File: config.mk
export PLATFORM = sky130hd
export DESIGN_NAME = multicycle_control_unit_flat
export DESIGN_NICKNAME = d
export VERILOG_FILES = /design/src/rtl/rv32i_pkg.sv /design/src/rtl/multicycle_control_unit_if.sv /design/src/rtl/mc_alu_decoder.sv /design/src/rtl/multicycle_control_unit.sv /design/src/flat_wrapper.sv
export SDC_FILE = /design/constraint.sdc
export NUM_CORES = 1
export LEC_CHECK = 0
export CAP_MARGIN = 20
export CORE_ASPECT_RATIO = 0.75
export CORE_UTILIZATION = 43
export CTS_BUF_LIST = sky130_fd_sc_hd__clkbuf_8
export DETAILED_ROUTE_END_ITERATION = 8
export HOLD_SLACK_MARGIN = 0.06
export PLACE_DENSITY_LB_ADDON = 0.25
export SYNTH_ARGS = -nofsm -noshare
export SYNTH_HDL_FRONTEND = slang
export SYNTH_HIERARCHICAL = 1
export SYNTH_SLANG_ARGS = --single-unit
File: constraint.sdc
create_clock -name clk -period 5.35 [get_ports clk]
set_clock_uncertainty 0.05 [all_clocks]
set_input_delay 0.535 -clock clk [delete_from_list [all_inputs] [get_ports clk]]
set_output_delay 0.535 -clock clk [all_outputs]
set_load 0.01 [all_outputs]
File: src/rtl/rv32i_pkg.sv
// rv32i_pkg: shared constants for the RV32I multi-cycle control unit.
//   - opcode constants (instrCode[6:0]) for every supported instruction class
//   - 4-bit ALU operation codes, laid out as {funct7[5], funct3}
//   - register-file write-data source selects
//   - control FSM state enumeration
package rv32i_pkg;

    localparam logic [6:0] OP_TYPE_R  = 7'b0110011;
    localparam logic [6:0] OP_TYPE_L  = 7'b0000011;
    localparam logic [6:0] OP_TYPE_S  = 7'b0100011;
    localparam logic [6:0] OP_TYPE_I  = 7'b0010011;
    localparam logic [6:0] OP_TYPE_B  = 7'b1100011;
    localparam logic [6:0] OP_TYPE_LU = 7'b0110111;
    localparam logic [6:0] OP_TYPE_AU = 7'b0010111;
    localparam logic [6:0] OP_TYPE_J  = 7'b1101111;
    localparam logic [6:0] OP_TYPE_JL = 7'b1100111;

    localparam logic [3:0] ADD  = 4'b0000;
    localparam logic [3:0] SUB  = 4'b1000;
    localparam logic [3:0] SLL  = 4'b0001;
    localparam logic [3:0] SLT  = 4'b0010;
    localparam logic [3:0] SLTU = 4'b0011;
    localparam logic [3:0] XOR  = 4'b0100;
    localparam logic [3:0] SRL  = 4'b0101;
    localparam logic [3:0] SRA  = 4'b1101;
    localparam logic [3:0] OR   = 4'b0110;
    localparam logic [3:0] AND  = 4'b0111;

    localparam logic [1:0] RFWD_ALU    = 2'b00;
    localparam logic [1:0] RFWD_BUS    = 2'b01;
    localparam logic [1:0] RFWD_PC_IMM = 2'b10;
    localparam logic [1:0] RFWD_PC_4   = 2'b11;

    typedef enum logic [3:0] {
        FETCH  = 4'd0,
        DECODE = 4'd1,
        R_EXE  = 4'd2,
        I_EXE  = 4'd3,
        B_EXE  = 4'd4,
        LU_EXE = 4'd5,
        AU_EXE = 4'd6,
        J_EXE  = 4'd7,
        JL_EXE = 4'd8,
        S_EXE  = 4'd9,
        S_MEM  = 4'd10,
        L_EXE  = 4'd11,
        L_MEM  = 4'd12,
        L_WB   = 4'd13
    } state_e;

    function automatic logic is_mem_state(input state_e s);
        return (s == S_MEM) || (s == L_MEM);
    endfunction

endpackage

File: src/rtl/multicycle_control_unit_if.sv
// multicycle_control_unit_if: control-unit <-> datapath/bus signal bundle.
//   Inputs to the control unit: instrCode (stable while pcEn=0), busReady.
//   Outputs from the control unit: every datapath select/enable, PC enable,
//   data-bus request/direction and the two error pulses.
// Bus handshake: busReq is held (with busWe giving direction) for every
// cycle of a memory state; the access completes in the first cycle where
// busReq and busReady are both 1. busReady is ignored when busReq is 0.
// Modports: master = control unit, slave = datapath / bus side.
interface multicycle_control_unit_if;
    logic [31:0] instrCode;
    logic        busReady;
    logic        regFileWe;
    logic [3:0]  aluControl;
    logic        aluSrcMuxSel;
    logic [1:0]  RFWDSrcMuxSel;
    logic        RD1MuxSel;
    logic        branch;
    logic        jump;
    logic        jalr;
    logic        pcEn;
    logic        busReq;
    logic        busWe;
    logic        illegalInstr;
    logic        busError;

    modport master (
        input  instrCode, busReady,
        output regFileWe, aluControl, aluSrcMuxSel, RFWDSrcMuxSel, RD1MuxSel,
               branch, jump, jalr, pcEn, busReq, busWe, illegalInstr, busError
    );

    modport slave (
        output instrCode, busReady,
        input  regFileWe, aluControl, aluSrcMuxSel, RFWDSrcMuxSel, RD1MuxSel,
               branch, jump, jalr, pcEn, busReq, busWe, illegalInstr, busError
    );
endinterface

File: src/rtl/mc_alu_decoder.sv
// mc_alu_decoder: combinational ALU operation decode.
//   opcode   in  7  instruction opcode
//   funct3   in  3  instruction funct3
//   funct7_5 in  1  instruction bit 30
//   alu_control out 4  ALU op / branch condition
// Classes that only need address or sum arithmetic (S, L, LU, AU, J, JL)
// decode to ADD.
module mc_alu_decoder
    import rv32i_pkg::*;
(
    input  logic [6:0] opcode,
    input  logic [2:0] funct3,
    input  logic       funct7_5,
    output logic [3:0] alu_control
);

    always_comb begin
        alu_control = ADD;
        case (opcode)
            OP_TYPE_R: alu_control = {funct7_5, funct3};
            // Bit 30 is part of the immediate for I-type, except for
            // SRLI/SRAI where it selects arithmetic shift.
            OP_TYPE_I: alu_control = (funct3 == 3'b101) ? {funct7_5, funct3}
                                                        : {1'b0, funct3};
            OP_TYPE_B: alu_control = {1'b0, funct3};
            default:   alu_control = ADD;
        endcase
    end

endmodule

File: src/rtl/multicycle_control_unit.sv
// multicycle_control_unit: multi-cycle RV32I control FSM.
//   clk        in   clock
//   reset      in   synchronous, active-high
//   bus        master modport of multicycle_control_unit_if (all datapath
//              selects/enables, PC enable, bus req/ready, error pulses)
//   state_dbg  out  current FSM state
// Every instruction passes FETCH -> DECODE -> <class>_EXE; stores and loads
// continue through a MEM state (bounded by BUS_TIMEOUT) and loads end in
// L_WB. pcEn is high in exactly one cycle per instruction. Outputs are
// decoded from state and instrCode; in the MEM states pcEn/busError also
// depend on busReady in the same cycle.
module multicycle_control_unit
    import rv32i_pkg::*;
#(
    parameter int BUS_TIMEOUT = 16
) (
    input  logic                           clk,
    input  logic                           reset,
    multicycle_control_unit_if.master      bus,
    output state_e                         state_dbg
);

    localparam int CNT_W = (BUS_TIMEOUT > 1) ? $clog2(BUS_TIMEOUT + 1) : 1;
    localparam logic [CNT_W-1:0] TMO_LAST = CNT_W'(BUS_TIMEOUT - 1);

    state_e           state, state_n;
    logic [CNT_W-1:0] tmo_cnt;
    logic [6:0]       opcode;
    logic [2:0]       funct3;
    logic             funct7_5;
    logic [3:0]       dec_alu;
    logic             timeout;

    assign opcode    = bus.instrCode[6:0];
    assign funct3    = bus.instrCode[14:12];
    assign funct7_5  = bus.instrCode[30];
    assign state_dbg = state;

    // busReady takes priority over an expiring counter.
    assign timeout = (tmo_cnt == TMO_LAST) && !bus.busReady;

    mc_alu_decoder u_alu_dec (
        .opcode      (opcode),
        .funct3      (funct3),
        .funct7_5    (funct7_5),
        .alu_control (dec_alu)
    );

    always_ff @(posedge clk) begin
        if (reset) begin
            state <= FETCH;
        end else begin
            state <= state_n;
        end
    end

    // Counter is held at zero outside the MEM states, so it is already
    // clear on the first MEM cycle. It never passes TMO_LAST because the
    // FSM leaves the MEM state on that cycle.
    always_ff @(posedge clk) begin
        if (reset) begin
            tmo_cnt <= '0;
        end else if (is_mem_state(state)) begin
            if (!bus.busReady) begin
                tmo_cnt <= tmo_cnt + 1'b1;
            end
        end else begin
            tmo_cnt <= '0;
        end
    end

    always_comb begin
        state_n           = state;
        bus.regFileWe     = 1'b0;
        bus.aluControl    = ADD;
        bus.aluSrcMuxSel  = 1'b0;
        bus.RFWDSrcMuxSel = RFWD_ALU;
        bus.RD1MuxSel     = 1'b0;
        bus.branch        = 1'b0;
        bus.jump          = 1'b0;
        bus.jalr          = 1'b0;
        bus.pcEn          = 1'b0;
        bus.busReq        = 1'b0;
        bus.busWe         = 1'b0;
        bus.illegalInstr  = 1'b0;
        bus.busError      = 1'b0;

        case (state)
            FETCH: state_n = DECODE;

            DECODE: begin
                case (opcode)
                    OP_TYPE_R:  state_n = R_EXE;
                    OP_TYPE_I:  state_n = I_EXE;
                    OP_TYPE_B:  state_n = B_EXE;
                    OP_TYPE_LU: state_n = LU_EXE;
                    OP_TYPE_AU: state_n = AU_EXE;
                    OP_TYPE_J:  state_n = J_EXE;
                    OP_TYPE_JL: state_n = JL_EXE;
                    OP_TYPE_S:  state_n = S_EXE;
                    OP_TYPE_L:  state_n = L_EXE;
                    default: begin
                        bus.illegalInstr = 1'b1;
                        bus.pcEn         = 1'b1;
                        state_n          = FETCH;
                    end
                endcase
            end

            R_EXE: begin
                bus.regFileWe  = 1'b1;
                bus.aluControl = dec_alu;
                bus.pcEn       = 1'b1;
                state_n        = FETCH;
            end

            I_EXE: begin
                bus.regFileWe    = 1'b1;
                bus.aluSrcMuxSel = 1'b1;
                bus.aluControl   = dec_alu;
                bus.pcEn         = 1'b1;
                state_n          = FETCH;
            end

            B_EXE: begin
                bus.branch     = 1'b1;
                bus.aluControl = dec_alu;
                bus.pcEn       = 1'b1;
                state_n        = FETCH;
            end

            LU_EXE: begin
                bus.regFileWe    = 1'b1;
                bus.RD1MuxSel    = 1'b1;
                bus.aluSrcMuxSel = 1'b1;
                bus.aluControl   = ADD;
                bus.pcEn         = 1'b1;
                state_n          = FETCH;
            end

            AU_EXE: begin
                bus.regFileWe     = 1'b1;
                bus.RFWDSrcMuxSel = RFWD_PC_IMM;
                bus.pcEn          = 1'b1;
                state_n           = FETCH;
            end

            J_EXE: begin
                bus.regFileWe     = 1'b1;
                bus.RFWDSrcMuxSel = RFWD_PC_4;
                bus.jump          = 1'b1;
                bus.pcEn          = 1'b1;
                state_n           = FETCH;
            end

            JL_EXE: begin
                bus.regFileWe     = 1'b1;
                bus.RFWDSrcMuxSel = RFWD_PC_4;
                bus.jalr          = 1'b1;
                bus.aluSrcMuxSel  = 1'b1;
                bus.aluControl    = ADD;
                bus.pcEn          = 1'b1;
                state_n           = FETCH;
            end

            // Address (rs1 + imm) is held stable through every memory state.
            S_EXE: begin
                bus.aluSrcMuxSel = 1'b1;
                bus.aluControl   = ADD;
                state_n          = S_MEM;
            end

            S_MEM: begin
                bus.aluSrcMuxSel = 1'b1;
                bus.aluControl   = ADD;
                bus.busReq       = 1'b1;
                bus.busWe        = 1'b1;
                if (bus.busReady) begin
                    bus.pcEn = 1'b1;
                    state_n  = FETCH;
                end else if (timeout) begin
                    bus.busError = 1'b1;
                    bus.pcEn     = 1'b1;
                    state_n      = FETCH;
                end
            end

            L_EXE: begin
                bus.aluSrcMuxSel = 1'b1;
                bus.aluControl   = ADD;
                state_n          = L_MEM;
            end

            L_MEM: begin
                bus.aluSrcMuxSel = 1'b1;
                bus.aluControl   = ADD;
                bus.busReq       = 1'b1;
                if (bus.busReady) begin
                    state_n = L_WB;
                end else if (timeout) begin
                    // Aborted load: no write-back, move on to the next PC.
                    bus.busError = 1'b1;
                    bus.pcEn     = 1'b1;
                    state_n      = FETCH;
                end
            end

            L_WB: begin
                bus.aluSrcMuxSel  = 1'b1;
                bus.aluControl    = ADD;
                bus.regFileWe     = 1'b1;
                bus.RFWDSrcMuxSel = RFWD_BUS;
                bus.pcEn          = 1'b1;
                state_n           = FETCH;
            end

            default: state_n = FETCH;
        endcase
    end

endmodule
File: src/flat_wrapper.sv
// flat-port wrapper written by rule: the top's interface ports become plain ports
module multicycle_control_unit_flat import rv32i_pkg::*;
#(
    parameter int BUS_TIMEOUT = 16
)
  (clk, reset, state_dbg, bus_instrCode, bus_busReady, bus_regFileWe, bus_aluControl, bus_aluSrcMuxSel, bus_RFWDSrcMuxSel, bus_RD1MuxSel, bus_branch, bus_jump, bus_jalr, bus_pcEn, bus_busReq, bus_busWe, bus_illegalInstr, bus_busError);
  multicycle_control_unit_if bus_i ();
  input  logic clk;
  input  logic reset;
  output state_e state_dbg;
  input wire logic [$bits(bus_i.instrCode)-1:0] bus_instrCode;
  input wire logic [$bits(bus_i.busReady)-1:0] bus_busReady;
  output wire logic [$bits(bus_i.regFileWe)-1:0] bus_regFileWe;
  output wire logic [$bits(bus_i.aluControl)-1:0] bus_aluControl;
  output wire logic [$bits(bus_i.aluSrcMuxSel)-1:0] bus_aluSrcMuxSel;
  output wire logic [$bits(bus_i.RFWDSrcMuxSel)-1:0] bus_RFWDSrcMuxSel;
  output wire logic [$bits(bus_i.RD1MuxSel)-1:0] bus_RD1MuxSel;
  output wire logic [$bits(bus_i.branch)-1:0] bus_branch;
  output wire logic [$bits(bus_i.jump)-1:0] bus_jump;
  output wire logic [$bits(bus_i.jalr)-1:0] bus_jalr;
  output wire logic [$bits(bus_i.pcEn)-1:0] bus_pcEn;
  output wire logic [$bits(bus_i.busReq)-1:0] bus_busReq;
  output wire logic [$bits(bus_i.busWe)-1:0] bus_busWe;
  output wire logic [$bits(bus_i.illegalInstr)-1:0] bus_illegalInstr;
  output wire logic [$bits(bus_i.busError)-1:0] bus_busError;
  assign bus_i.instrCode = bus_instrCode;
  assign bus_i.busReady = bus_busReady;
  assign bus_regFileWe = bus_i.regFileWe;
  assign bus_aluControl = bus_i.aluControl;
  assign bus_aluSrcMuxSel = bus_i.aluSrcMuxSel;
  assign bus_RFWDSrcMuxSel = bus_i.RFWDSrcMuxSel;
  assign bus_RD1MuxSel = bus_i.RD1MuxSel;
  assign bus_branch = bus_i.branch;
  assign bus_jump = bus_i.jump;
  assign bus_jalr = bus_i.jalr;
  assign bus_pcEn = bus_i.pcEn;
  assign bus_busReq = bus_i.busReq;
  assign bus_busWe = bus_i.busWe;
  assign bus_illegalInstr = bus_i.illegalInstr;
  assign bus_busError = bus_i.busError;
  multicycle_control_unit #(.BUS_TIMEOUT(BUS_TIMEOUT)) u_core (.clk(clk), .reset(reset), .bus(bus_i), .state_dbg(state_dbg));
endmodule
==> results of run 1 <==
[layer usage]
| layer | up-vias | GRT usage | routed length [um] |
|---|---|---|---|
| met1 | 510 | 0.301 | 1160 |
| met2 | 29 | 0.370 | 1160 |
| met3 | 0 | 0.0478 | 141 |
| met5 | - | 0 | 0 |
| li1 | 545 | - | - |
| met4 | 0 | 0.0293 | 0 |
[layout by cell type (no fill, tap or decap), types with 3 or more instances in the layout]
master           instances
clkdlybuf4s50_1         34
nor2_1                  16
a21oi_1                 11
inv_1                   10
nand2_1                  9
dfxtp_1                  9
nand2b_1                 7
a211oi_1                 6
nor3_1                   4
and2_1                   4
o21ai_0                  4
clkbuf_8                 3
or3b_2                   3
xor2_1                   3
nand3_1                  3
nand3b_1                 3
[critical path, cell delays in order]
cell and delay (ps):
clkdlybuf4s50_1 620, nand2b_1 290, a21oi_1 160, nor2_1 60
o32ai_1 300, clkdlybuf4s50_1 590
[layout make-up]
| cell class | instances | area, um2 | share of cell area |
|---|---|---|---|
| repair buffers | 34 | 340 | 0.251 |
| inverters | 9 | 33.8 | 0.0249 |
| well taps | 24 | 30.0 | 0.0222 |
| multi-input cells | 109 | 726 | 0.536 |
| clock buffers | 3 | 41.3 | 0.0305 |
| flip-flops and latches | 9 | 180 | 0.133 |
| clock inverters | 1 | 3.75 | 0.00277 |
[final timing paths]
path,from,slack [ps],endpoint
min reg2reg,u_core/tmo_cnt[4],440,u_core/tmo_cnt[4]
max,bus_busReady,2210,bus_pcEn
max reg2reg,u_core/tmo_cnt[0],3300,u_core/state_dbg[1]
min,u_core/tmo_cnt[4],440,u_core/tmo_cnt[4]
[state kept, by name, summed over array words and instances, names as in the netlist]
name	count
u_core/tmo_cnt	5
u_core/state_dbg	4
[per-stage QoR]
stage | util | hold slack, ps | instances | instance area, um2 | setup slack [ps]
5_1_grt | 0.650 | 473 | 189 | 1360 | 2110
4_1_cts | 0.650 | 448 | 189 | 1360 | 2200
3_5_place_dp | 0.628 | 437 | 185 | 1310 | 2200
3_3_place_gp | 0.628 | 419 | 185 | 1310 | 2240
2_1_floorplan | - | 409 | 138 | 992 | 3270
6_report | 0.650 | 439 | 189 | 1360 | 2210
[power groups by stage]
stage / Sequential [mW] / Clock (mW) / Combinational [mW]
finish: 0.0718 / 0.0743 / 0.0420
global route: 0.0722 / 0.0815 / 0.0455
CTS: 0.0717 / 0.0773 / 0.0418
detailed placement: 0.0728 / 0 / 0.0417
global placement: 0.0728 / 0 / 0.0406
floorplan: 0.0707 / 0 / 0.0241
[kinds of logic after synthesis]
logic type,after synthesis,share of synthesized area
buffers and inverters,20,0.0870
AOI/OAI and AO/OA,34,0.246
adders and majority gates,3,0.0353
DFF,9,0.182
and+or+nand+nor,66,0.396
muxes,1,0.0101
xor gates and xnor gates,5,0.0441
==> flow_summary.yaml, run 1 <==
synth:
  yosysWarnings: 6
  synth_enable_flop_cells: 0
  synth_ff_type: "dfxtp_1"
  synthArstFlopShare: 0
  ys_ff_latch: 9
  syn_inst: 138
  ys_seq_area_frac: 0.182
  syn-cell-area_um2: 992
  synth.most_common_cell: "nor2_1"
  ys_types: 46
  ys_top_cells_by_count: "16 x nor2_1, 11 x a21oi_1, 9 x dfxtp_1, 9 x inv_1, 9 x nand2_1"
  synth_fp_nets: 175
  synthesis.area_per_instance_um2: 7.19
  synth_top_area_frac: 0.182
  yosysTopAreaCell: "dfxtp_1"
  synth.area.top_cells: "dfxtp_1 18%, nor2_1 6.1%, a21oi_1 5.5%"
floorplanning:
  die_y_um: 43.6
  row_count: 14
  dieWidth_um: 57.5
  die_area_um2: 2510
  initial_core_util: 0.476
  core_region_area_um2: 2080
  io-pin-count: 56
route:
  wl_per_cell_um: 13.0
  drc: 3
  viasPerCell: 5.74
  vias: 1084
  drt_wl_total_um: 2460
  ant_nets: 0
  drt_iter0_markers: 56
  firstDrtPassIters: 6
global_routing:
  grt_pass1_vias: 995
  grt.total_usage: 0.221
  grt_pass1_wl_um: 4370
  antenna_found_initial: 0
  gr-total-overflow: 0
  grt_max_degree: 22
cts:
  clk_pin_slew_ps: 40
  worstSkewPairLatency_ps: 230
  cts_buffers: 3
  ctsResizeCount: 0
  clock_path_buffers: 2
  cts_num_sinks: 9
  hold_buffers: 0
  h-tree-depth: 1
  post-cts-setup-buffer-count: 0
  cts_tree: "done"
  cts_root_buf: "clkbuf_8"
timing:
  finalHoldViolCount: 0
  tightestPinTransition_ps: 607
  min_period_over_period: 0.587
  grt_setup_unrepaired: "no"
  fmax_ghz: 0.318
  fin_setup_tns_ps: 0
  min_period_ps: 3140
  setup_violations: 0
  drv_slew: 0
  slew_headroom: 0.594
power:
  power_density_nw_per_um2: 139
  comb_power_share: 0.223
  p_clk_frac: 0.395
  p_int_mw: 0.140
  p_seq_frac: 0.382
  cellLeakagePower_nw: 0.462
  total_power_mw: 0.188
  sw_frac_of_total: 0.257
  vdd.ir_drop.worst_mv: 0.167
  p_switching_mw: 0.0484
placement:
  place.gp.congestion: 0.803
  hpwl_um: 1880
  port-buffer-count: 34
critical_path:
  worst_ep_arrival_time_ps: 2560
  cp-end-kind: "output pin"
  reg2reg_depth: 7
  start_kind: "input pin"
  path_class: "input pin to output pin"
  worstPathMaxFanout: 12
  worstPathRequired_ps: 4760
cells_and_area:
  final_nets: 203
  drive_gt1_frac: 0.0727
  fillers: 188
  insertedDiodeCount: 0
  area_growth_pct: 36.6
flow_run:
  cap_violations: 0
status:
  status: "finished with violations"
  violations: "design-rule violations"
hold_path:
  holdPathStages: 2
  worstHoldPathType: "flip-flop to flip-flop"
Power figures use the tool's default switching activity.
==> run 2: changes to the inputs <==
--- a/config.mk
+++ b/config.mk
@@ -7,7 +7,7 @@
 export LEC_CHECK = 0
 export CAP_MARGIN = 20
 export CORE_ASPECT_RATIO = 0.75
-export CORE_UTILIZATION = 43
+export CORE_UTILIZATION = 36
 export CTS_BUF_LIST = sky130_fd_sc_hd__clkbuf_8
 export DETAILED_ROUTE_END_ITERATION = 8
 export HOLD_SLACK_MARGIN = 0.06
==> constraint.sdc (replaced) <==
create_clock -name clk -period 2.8 [get_ports clk]
set_clock_uncertainty 0.05 [all_clocks]
set_input_delay 0.28 -clock clk [delete_from_list [all_inputs] [get_ports clk]]
set_output_delay 0.28 -clock clk [all_outputs]
set_load 0.01 [all_outputs]
==> run 2 against run 1 <==
  * Clock-buffer cell count did not move
  * Setup slack got worse by 2000 ps
  * Sequential power rose by 91%
  * The run now ends clean
  * Via count rose by 0.37%
  * Non-clock buffer count rose by 5
  * Global-route usage fell by 4.4 points
  * Wire length rose by 2.3%
==> flow_summary.yaml, run 2 (same netlist as run 1, synthesis figures left out) <==
global_routing:
  antenna_found_initial: 0
  grt_pass1_vias: 934
  grt_max_degree: 22
  gr-total-overflow: 0
  grt.total_usage: 0.177
  grt_pass1_wl_um: 4060
timing:
  min_period_ps: 2600
  setup_violations: 0
  slew_headroom: 0.577
  tightestPinTransition_ps: 634
  finalHoldViolCount: 0
  fmax_ghz: 0.385
  grt_setup_unrepaired: "no"
  drv_slew: 0
  fin_setup_tns_ps: 0
  timing.hold.ws_ps: 439
  fin_ws_ps: 200
  min_period_over_period: 0.929
placement:
  place.gp.congestion: 0.769
  port-buffer-count: 34
  hpwl_um: 1950
  place_ws_ps: 259
cells_and_area:
  final_nets: 208
  drive_gt1_frac: 0.106
  mostFrequentLayoutCells: "33 x clkdlybuf4s50_1, 16 x nor2_1, 11 x a21oi_1"
  largest_register_ffs: 5
  fillers: 258
  insertedDiodeCount: 0
  area_growth_pct: 42.2
  top_register: "u_core/tmo_cnt"
  final_common_cell: "clkdlybuf4s50_1"
route:
  drt_iter0_markers: 70
  drc: 0
  route.met2.wl_um: 1160
  viasPerCell: 5.28
  ant_nets: 0
  drt_wl_total_um: 2510
  top_layer: "met4"
  firstDrtPassIters: 4
  wl_met3_um: 138
  m1WireLength_um: 1180
  vias: 1088
  wl_per_cell_um: 12.2
power:
  p_int_mw: 0.272
  total_power_mw: 0.374
  power_density_nw_per_um2: 265
  p_switching_mw: 0.102
  p_seq_frac: 0.366
  vdd.ir_drop.worst_mv: 0.173
  p_clk_frac: 0.410
  cellLeakagePower_nw: 0.498
  sw_frac_of_total: 0.272
  comb_power_share: 0.224
critical_path:
  cp-end-kind: "output pin"
  worstPathMaxFanout: 21
  path_class: "flip-flop to output pin"
  worst_ep_arrival_time_ps: 2270
  worstPathRequired_ps: 2470
  start_kind: "flip-flop"
cts:
  h-tree-depth: 1
  hold_buffers: 0
  post-cts-setup-buffer-count: 0
  cts_tree: "done"
  clock_path_buffers: 2
  clk_pin_slew_ps: 50
  ctsResizeCount: 0
  worstSkewPairLatency_ps: 240
  cts_num_sinks: 9
  cts_buffers: 3
  cts_root_buf: "clkbuf_8"
status:
  status: "completed"
floorplanning:
  core_region_area_um2: 2600
  initial_core_util: 0.381
  die_area_um2: 2970
  row_count: 16
  die_y_um: 47.5
  io-pin-count: 56
  dieWidth_um: 62.6
flow_run:
  cap_violations: 0
hold_path:
  worstHoldPathType: "flip-flop to flip-flop"
[run 2: cell types whose count changed in the layout (fill, tap and decap cells not counted)]
cell             delta
buf_4               +5
clkdlybuf4s50_1     -1
clkinv_2            +1
dlymetal6s2s_1      +1
inv_1               -1
[run 2: power by group through the flow]
stage / Sequential, mW / Combinational (mW) / Clock, mW
2_1_floorplan: 0.135 / 0.0460 / 0
3_3_place_gp: 0.139 / 0.0821 / 0
3_5_place_dp: 0.139 / 0.0837 / 0
4_1_cts: 0.137 / 0.0840 / 0.155
5_1_grt: 0.137 / 0.0913 / 0.163
6_report: 0.137 / 0.0837 / 0.153
[run 2: worst paths after layout]
path                        from  slack [ps]             endpoint  cells past startpoint
max          u_core/state_dbg[1]         200    bus_aluControl[2]                      4
min            u_core/tmo_cnt[4]         440    u_core/tmo_cnt[4]                      2
max reg2reg    u_core/tmo_cnt[0]         770  u_core/state_dbg[1]                      7
min reg2reg    u_core/tmo_cnt[4]         440    u_core/tmo_cnt[4]                      2
[run 2: cell type report]
class | instances | area, um2 | share of cell area
Clock inverter | 1 | 5.00 | 0.00355
Multi-Input combinational cell | 109 | 726 | 0.514
Inverter | 9 | 33.8 | 0.0239
Clock buffer | 3 | 41.3 | 0.0293
Sequential cell | 9 | 180 | 0.128
Tap cell | 36 | 45.0 | 0.0319
Timing Repair Buffer | 39 | 380 | 0.270
[run 2: per-layer routing]
| layer | vias to the layer above | global-route usage |
|---|---|---|
| met4 | 0 | 0.0558 |
| met5 | - | 0 |
| li1 | 554 | - |
| met1 | 499 | 0.228 |
| met3 | 4 | 0.0381 |
| met2 | 31 | 0.307 |
[run 2: worst max-delay path, cell delays in order (launching register included)]
cell and delay [ps]:
dfxtp_1 500, or3b_2 570, a21oi_1 260, and2_1 160
clkdlybuf4s50_1 530
[run 2: per-stage QoR]
stage                     utilization  instances  instance area [um2]
after floorplan                     -        138                  992
after global placement          0.524        202                 1360
after detailed placement        0.524        202                 1360
after CTS                       0.541        206                 1410
after global routing            0.542        206                 1410
final                           0.542        206                 1410
==> run 3: changes to the inputs <==
--- a/config.mk
+++ b/config.mk
@@ -6,8 +6,9 @@
 export NUM_CORES = 1
 export LEC_CHECK = 0
 export CAP_MARGIN = 20
-export CORE_ASPECT_RATIO = 0.75
-export CORE_UTILIZATION = 36
+export CORE_ASPECT_RATIO = 1.1
+export CORE_MARGIN = 5
+export CORE_UTILIZATION = 30
 export CTS_BUF_LIST = sky130_fd_sc_hd__clkbuf_8
 export DETAILED_ROUTE_END_ITERATION = 8
 export HOLD_SLACK_MARGIN = 0.06
==> run 3 against run 2 <==
  * Sequential cell count stayed put
  * Fmax is 0.33% higher
  * Die area is 53% higher
  * Critical path depth stayed put
  * Via count is 0.28% lower
  * Wire length is 11% higher
  * Critical path type unchanged
  * Critical endpoint is now bus_aluControl[1]
  * Largest cell class unchanged
  * Largest power group unchanged
  * Highest routed layer unchanged
==> flow_summary.yaml, run 3 (same netlist as run 1, synthesis figures left out) <==
power:
  p_seq_frac: 0.371
  power_density_nw_per_um2: 258
  comb_power_share: 0.232
  p_clk_frac: 0.396
  vdd.ir_drop.worst_mv: 0.151
  sw_frac_of_total: 0.260
  p_switching_mw: 0.0956
  cellLeakagePower_nw: 0.507
  p_int_mw: 0.273
critical_path:
  crit_path_cell_trace: "or3b_2, a21oi_1, and2_1, clkdlybuf4s50_1"
  path_class: "flip-flop to output pin"
  max_stage_delay_ps: 570
  start_kind: "flip-flop"
  worstPathRequired_ps: 2470
  worst_ep_arrival_time_ps: 2260
  cp-end-kind: "output pin"
  critPathBufInv: 1
  cp_top_family: "simple AND/OR/NAND/NOR gates"
  reg2reg_slack_ps: 760
  cp_slowest_cell: "or3b_2"
  worstPathMaxFanout: 21
cts:
  cts_tree: "done"
  worstSkewPairLatency_ps: 230
  cts_root_buf: "clkbuf_8"
  clk_pin_slew_ps: 40
  hold_buffers: 0
  post-cts-setup-buffer-count: 0
  h-tree-depth: 1
  cts_buffers: 3
  clock_path_buffers: 2
  cts_num_sinks: 9
floorplanning:
  io-pin-count: 56
  row_count: 22
  initial_core_util: 0.303
  core_region_area_um2: 3280
  dieWidth_um: 64.8
  die_area_um2: 4560
  die_y_um: 70.3
cells_and_area:
  fin_util: 0.436
  mostFrequentLayoutCells: "33 x clkdlybuf4s50_1, 16 x nor2_1, 11 x a21oi_1"
  top_register: "u_core/tmo_cnt"
  largest_register_ffs: 5
  final_nets: 210
  final_common_cell: "clkdlybuf4s50_1"
  area_growth_pct: 44.0
  insertedDiodeCount: 0
  drive_gt1_frac: 0.122
  layoutNonFillerInstCount: 208
route:
  vias: 1085
  ant_nets: 0
  viasPerCell: 5.22
  wl_per_cell_um: 13.4
  firstDrtPassIters: 4
  drt_iter0_markers: 77
  drc: 0
  drt_wl_total_um: 2780
placement:
  place_ws_ps: 219
  place.gp.congestion: 0.738
  dp_cells: 204
  hpwl_um: 2210
  port-buffer-count: 34
timing:
  drv_slew: 0
  slew_headroom: 0.562
  min_period_ps: 2590
  setup_violations: 0
  fmax_ghz: 0.386
  min_period_over_period: 0.926
  fin_ws_ps: 208
  finalHoldViolCount: 0
  grt_setup_unrepaired: "no"
  fin_setup_tns_ps: 0
  tightestPinTransition_ps: 656
status:
  status: "completed"
hold_path:
  worstHoldPathType: "flip-flop to flip-flop"
global_routing:
  gr-total-overflow: 0
  grt_pass1_wl_um: 4490
  grt_max_degree: 22
  grt.total_usage: 0.119
  antenna_found_initial: 0
  grt_pass1_vias: 1005
flow_run:
  cap_violations: 0
[run 3: cell count changes in the layout (fill, tap and decap cells not counted), sizes merged]
cell  delta
buf      +2
[run 3: worst paths after layout]
kind                                     startpoint             endpoint  cells after the start
worst min register to register    u_core/tmo_cnt[4]    u_core/tmo_cnt[4]                      2
worst max register to register    u_core/tmo_cnt[0]  u_core/state_dbg[1]                      7
worst min-delay path              u_core/tmo_cnt[4]    u_core/tmo_cnt[4]                      2
worst max-delay path            u_core/state_dbg[1]    bus_aluControl[1]                      4
[run 3: through the flow]
| stage | hold WS, ps | power (mW) | area [um2] |
|---|---|---|---|
| 2_1_floorplan | 397 | 0.181 | 992 |
| 3_3_place_gp | 419 | 0.224 | 1380 |
| 3_5_place_dp | 447 | 0.225 | 1380 |
| 4_1_cts | 458 | 0.374 | 1420 |
| 5_1_grt | 486 | 0.388 | 1430 |
| 6_report | 450 | 0.368 | 1430 |
[run 3: cell type report]
class                      instances  area [um2]
tap                               36        45.0
inverter                           9        33.8
fill                             358        1850
clock inverter                     1        5.00
clock buffer                       3        41.3
sequential                         9         180
timing repair buffer              41         395
multi-input combinational        109         728
[run 3: power groups by stage]
stage / Combinational, mW / Clock (mW) / Sequential, mW
floorplan: 0.0460 / 0 / 0.135
global placement: 0.0853 / 0 / 0.139
detailed placement: 0.0860 / 0 / 0.139
CTS: 0.0863 / 0.151 / 0.136
global route: 0.0935 / 0.158 / 0.137
finish: 0.0856 / 0.146 / 0.137
[run 3: timing repair]
item / 4_1_cts / 5_1_grt
hold endpoints to repair: 0 / 0
setup endpoints to repair: 0 / 1
gates resized for setup: 0 / 2
[run 3: metal layers]
layer / vias to the layer above / track usage / share of wire
li1: 561 / - / -
met1: 503 / 0.149 / 0.45
met2: 19 / 0.211 / 0.51
met3: 2 / 0.0177 / 0.035
met4: 0 / 0.0282 / 0.0076
met5: - / 0 / 0
[run 3: worst reg2reg max path, stage by stage (launching register included)]
cell     delay (ps)
dfxtp_1         330
ha_1            200
and3_1          180
ha_2            200
or4b_2          600
a21oi_1         170
a31oi_1          60
a21oi_1         170
